<file path="config.mk">
export PLATFORM = sky130hd
export DESIGN_NAME = audio_output_stage
export DESIGN_NICKNAME = d
export VERILOG_FILES = /design/src/rtl/audio_output_stage.sv
export SDC_FILE = /design/constraint.sdc
export NUM_CORES = 1
export LEC_CHECK = 0
export ABC_AREA = 1
export ABC_CLOCK_PERIOD_IN_PS = 1550
export CORE_ASPECT_RATIO = 0.6
export CORE_MARGIN = 4
export CORE_UTILIZATION = 31
export CTS_CLUSTER_DIAMETER = 200
export DETAILED_ROUTE_END_ITERATION = 8
export HOLD_SLACK_MARGIN = 0.15
export PLACE_DENSITY = 0.47
export SLEW_MARGIN = 20
export SYNTH_ARGS = -nofsm -noshare
export SYNTH_HDL_FRONTEND = slang
export SYNTH_SLANG_ARGS = --single-unit
</file>
<file path="constraint.sdc">
create_clock -name clk -period 1.55 [get_ports clk]
set_input_delay 0.465 -clock clk [delete_from_list [all_inputs] [get_ports clk]]
set_output_delay 0.465 -clock clk [all_outputs]
set_load 0.01 [all_outputs]
</file>
<file path="src/rtl/audio_output_stage.sv">
// audio_output_stage
// Turns per-channel effect pulse trains into square waves, picks the highest
// priority enabled channel that is sounding, and drives the speaker pin with
// that square wave gated by a volume-controlled PWM carrier.
//
// Ports:
//   clk          system clock
//   reset_n      asynchronous active-low reset
//   pulse_in     per-channel pulse trains (rising-edge sensitive)
//   ch_enable    per-channel eligibility mask (selection only)
//   volume       PWM duty threshold, 0 = silent
//   active       per-channel tone-present flags (registered)
//   speaker_out  PWM-modulated square wave (registered)
module audio_output_stage #(
    parameter int unsigned NUM_CH          = 4,
    parameter int unsigned SILENCE_TIMEOUT = 65536,
    parameter int unsigned PWM_BITS        = 8
) (
    input  logic                clk,
    input  logic                reset_n,
    input  logic [NUM_CH-1:0]   pulse_in,
    input  logic [NUM_CH-1:0]   ch_enable,
    input  logic [PWM_BITS-1:0] volume,
    output logic [NUM_CH-1:0]   active,
    output logic                speaker_out
);

    localparam int unsigned CNT_W = $clog2(SILENCE_TIMEOUT);
    localparam logic [CNT_W-1:0] CNT_LAST = CNT_W'(SILENCE_TIMEOUT - 1);

    logic [NUM_CH-1:0]   pulse_prev_q;
    logic [NUM_CH-1:0]   phase_q, phase_d;
    logic [NUM_CH-1:0]   active_q, active_d;
    logic [CNT_W-1:0]    cnt_q [NUM_CH];
    logic [CNT_W-1:0]    cnt_d [NUM_CH];
    logic [PWM_BITS-1:0] pwm_cnt_q, pwm_cnt_d;
    logic                speaker_q, speaker_d;

    logic [NUM_CH-1:0]   edge_c;
    logic                any_sel_c;
    logic                sel_phase_c;
    logic                pwm_hi_c;

    // A level held high produces a single edge.
    assign edge_c = pulse_in & ~pulse_prev_q;

    // Per-channel tone tracking; an edge outranks a coincident timeout.
    always_comb begin
        phase_d  = phase_q;
        active_d = active_q;
        cnt_d    = cnt_q;
        for (int i = 0; i < int'(NUM_CH); i++) begin
            if (edge_c[i]) begin
                phase_d[i]  = ~phase_q[i];
                cnt_d[i]    = '0;
                active_d[i] = 1'b1;
            end else if (active_q[i] && (cnt_q[i] == CNT_LAST)) begin
                phase_d[i]  = 1'b0;
                cnt_d[i]    = '0;
                active_d[i] = 1'b0;
            end else if (active_q[i]) begin
                cnt_d[i]    = cnt_q[i] + CNT_W'(1);
            end else begin
                phase_d[i]  = 1'b0;
                cnt_d[i]    = '0;
                active_d[i] = 1'b0;
            end
        end
    end

    // Fixed priority: scanning downward leaves the lowest eligible index.
    always_comb begin
        any_sel_c   = 1'b0;
        sel_phase_c = 1'b0;
        for (int i = int'(NUM_CH) - 1; i >= 0; i--) begin
            if (active_q[i] && ch_enable[i]) begin
                any_sel_c   = 1'b1;
                sel_phase_c = phase_q[i];
            end
        end
    end

    // Free-running PWM carrier; all-ones volume still leaves one low cycle.
    always_comb begin
        pwm_cnt_d = pwm_cnt_q + PWM_BITS'(1);
        pwm_hi_c  = (pwm_cnt_q < volume);
        speaker_d = any_sel_c & sel_phase_c & pwm_hi_c;
    end

    always_ff @(posedge clk or negedge reset_n) begin
        if (!reset_n) begin
            pulse_prev_q <= '0;
            phase_q      <= '0;
            active_q     <= '0;
            pwm_cnt_q    <= '0;
            speaker_q    <= 1'b0;
            for (int i = 0; i < int'(NUM_CH); i++) begin
                cnt_q[i] <= '0;
            end
        end else begin
            pulse_prev_q <= pulse_in;
            phase_q      <= phase_d;
            active_q     <= active_d;
            pwm_cnt_q    <= pwm_cnt_d;
            speaker_q    <= speaker_d;
            for (int i = 0; i < int'(NUM_CH); i++) begin
                cnt_q[i] <= cnt_d[i];
            end
        end
    end

    assign active      = active_q;
    assign speaker_out = speaker_q;

endmodule

</file>
==> impl_metrics.env <==
export IMPL_drc=0
export IMPL_numCtsBuffers=9
export IMPL_yosys_warnings=0
export IMPL_clock_root_buffer="clkbuf_16"
export IMPL_critPathMaxFanout=2
export IMPL_grt_overflow_total=0
export IMPL_synth_compound_area_share_pct=2.571
export IMPL_synth_top_area_share_pct=47.00
export IMPL_wl_per_cell_um=11.51
export IMPL_ys_ff_latch=85
export IMPL_gp_congestion=0.7926
export IMPL_syn_nets=614
export IMPL_seqPwrFrac_pct=45.8
export IMPL_vias=3555
export IMPL_clock_skew_ns=0.007859
export IMPL_critPathKind="register to primary output"
export IMPL_endpoint_kind="primary output"
export IMPL_pin_count=23
export IMPL_initial_utilization_pct=32.43
export IMPL_synthTopCellsByArea="dfrtp_1, nand2_1, nor2_1, inv_1, nand3_1"
export IMPL_whs_ns=0.4402
export IMPL_cts_tree="done"
export IMPL_chipHeight_um=101.6
export IMPL_synth_cell_types=25
export IMPL_yosysSeqAreaShare_pct=47.00
export IMPL_synthesis_instances=584
export IMPL_hpwl_um=7244
export IMPL_core_area_um2=13960
export IMPL_yosysTopAreaCell="dfrtp_1"
export IMPL_h_tree_depth=3
export IMPL_grt_pass1_vias=3358
export IMPL_slowest_stage="dfrtp_1"
export IMPL_max_cap_violations=0
export IMPL_cpPeakStageDelay_ns=0.39
export IMPL_outcome="completed"
export IMPL_synth_fa_ha_area_share_pct=3.318
export IMPL_cts_setup_buffers=0
export IMPL_dp_slack_ns=-0.1912
export IMPL_track_usage_pct=12.30
export IMPL_fillers=1465
export IMPL_yosysMostFrequentCell="nand2_1"
export IMPL_seq_area_um2=2127
export IMPL_crit_buf_inv=1
export IMPL_layout_drive_gt1_share_pct=11.28
export IMPL_path_clk_slew_ns=0.06
export IMPL_synthesis_area_um2=4526
export IMPL_placed_cells=822
export IMPL_worst_slack_ns=0.08013
export IMPL_synth_mux_area_share_pct=0
export IMPL_synth_edf_count=0
export IMPL_startpoint_type="register"
export IMPL_p_int_mw=4.282
export IMPL_grt_max_degree=34
export IMPL_antenna_found_initial=0
export IMPL_ant_nets=0
export IMPL_hold_class="register to register"
export IMPL_place_area_um2=5211
export IMPL_synth_xor_area_share_pct=7.161
export IMPL_postLayoutCellArea_um2=5609
export IMPL_grt_pass1_wl_um=16290
export IMPL_ir_drop_mv=0.7333
export IMPL_p_per_area_nw_per_um2=1001
export IMPL_avgSynthCellArea_um2=7.749
export IMPL_setup_viol=0
export IMPL_cp_required_ns=1.08
export IMPL_slew_violations=0
export IMPL_die_w_um=164.0
export IMPL_tightest_slew_ns=0.4099
export IMPL_stdcell_count=839
export IMPL_synthFlopType="dfrtp_1"
export IMPL_finalCritPeriodShare_pct=94.83
export IMPL_synth_top_family_by_area="simple AND/OR/NAND/NOR gates"
export IMPL_hold_viol_final=0
export IMPL_async_flop_share_pct=100.0
export IMPL_drt_iter0_drc=121
export IMPL_io_buffers=22
export IMPL_p_comb_share_pct=11.5
export IMPL_drt_vias_per_instance=4.237
export IMPL_std_cell_rows=33
export IMPL_switching_share_pct=23.75
export IMPL_wl_um=9657
export IMPL_cp_cell_sequence="dlygate4sd2_1"
export IMPL_nets=673
export IMPL_finalPower_mw=5.615
export IMPL_pwr_share_clk_pct=42.7
export IMPL_leakagePower_nw=2.756
export IMPL_ys_top_cells_by_count="nand2_1, nor2_1, dfrtp_1"
export IMPL_slew_headroom_pct=72.64
export IMPL_synthSimpleGateAreaFrac_pct=31.90
export IMPL_netSwitchingPower_mw=1.333
export IMPL_fmax_ghz=0.6803
export IMPL_min_period_ns=1.470
export IMPL_multi_input_area_um2=2100
export IMPL_firstDrtPassIters=6
export IMPL_crit_family="flip-flops"
export IMPL_clk_latency_ns=0.33
export IMPL_clockBufferDepth=2
export IMPL_areaGrowthSynthToFinish_pct=23.94
export IMPL_cts_sinks=85
export IMPL_diodes=0
export IMPL_die_area_um2=16660
export IMPL_arrival_ns=1.00
## sequential cells by signal, indices dropped and copies added (netlist names)
name          cells
active            4
cnt_q            64
speaker_out       1
phase_q           4
pulse_prev_q      4
pwm_cnt_q         8
## what timing repair did
item	in CTS	in global routing
hold buffers	1	0
cloned	0	1
pin swaps	0	1
gates resized for setup	6	12
setup endpoints to repair	20	56
endpoints found under the hold margin	21	0
## worst reg2reg max path: stages, from the launching register on
cell and delay [ns]:
dfrtp_1 0.36, ha_1 0.19, nand3_1 0.13, inv_2 0.10, nand2_2 0.08, inv_2 0.10, nand3_4 0.14, nand2_4 0.17
nor2_1 0.06
## cell families after synthesis
group	Yosys count
simple gates	341
flops	85
compound gates	20
buf+inv	89
fa+ha+maj	12
xor+xnor	37
## per-layer routing
metal / GRT usage, % / up-vias / routed length [µm]
met5: 0 / - / 0
met4: 3.415 / 0 / 95
met3: 3.050 / 9 / 244
met2: 17.13 / 27 / 3901
met1: 18.78 / 1611 / 5415
li1: - / 1908 / -
## stage by stage
step | TNS [ns] | utilization [%]
after floorplan | 0 | -
after global placement | -6.332 | 37.34
after detailed placement | -8.258 | 37.34
after CTS | 0 | 39.74
after global routing | -0.01558 | 40.19
final | 0 | 40.19
## cell usage in the layout (no fill, tap or decap), types with 2 or more instances in the layout
master	synthesis	routed
o21ai_0	3	3
clkbuf_16	0	9
nor2_2	3	4
dfrtp_1	85	85
clkdlybuf4s50_1	0	16
inv_2	2	3
nand2_1	145	144
a21oi_1	10	10
and2_1	4	4
nor3_1	2	2
buf_12	0	5
buf_4	0	24
xor2_1	24	24
clkinv_2	0	2
nand3_1	48	46
nor2_4	2	5
inv_1	83	82
dlygate4sd2_1	0	5
xnor2_1	13	13
nand2_2	4	5
nor2_1	118	114
bufinv_16	0	3
nand3_2	4	5
or2_2	5	5
ha_1	12	12
o21bai_1	5	5
nand4_1	4	4
## power by group through the flow
stage          Clock, mW  Combinational, mW  Sequential [mW]
6_report            2.40              0.645             2.57
2_1_floorplan          0              0.390             2.58
3_5_place_dp           0              0.641             2.61
4_1_cts             2.47              0.644             2.57
3_3_place_gp           0              0.623             2.60
5_1_grt             2.56              0.764             2.60
## area by class of cell
cell class | instances | area share, %
Clock buffer | 10 | 4.082
Clock inverter | 5 | 1.785
Inverter | 85 | 5.688
Multi-Input combinational cell | 411 | 37.43
Sequential cell | 85 | 37.92
Tap cell | 192 | 4.283
Timing Repair Buffer | 51 | 8.811
## worst paths after layout
kind                                           start                   to  slack, ns  cells after the start
max                              active[0]$_DFF_PN0_            active[0]       0.08                      1
min                        pulse_prev_q[1]$_DFF_PN0_  active[1]$_DFF_PN0_       0.44                      1
max reg2reg                      cnt_q[32]$_DFF_PN0_  cnt_q[44]$_DFF_PN0_       0.10                      8
min reg2reg                pulse_prev_q[1]$_DFF_PN0_  active[1]$_DFF_PN0_       0.44                      1
max in group asynchronous                    reset_n  cnt_q[19]$_DFF_PN0_       0.47                      3
min in group asynchronous                    reset_n  cnt_q[10]$_DFF_PN0_       0.58                      2
(Power assumes the default switching activity.)
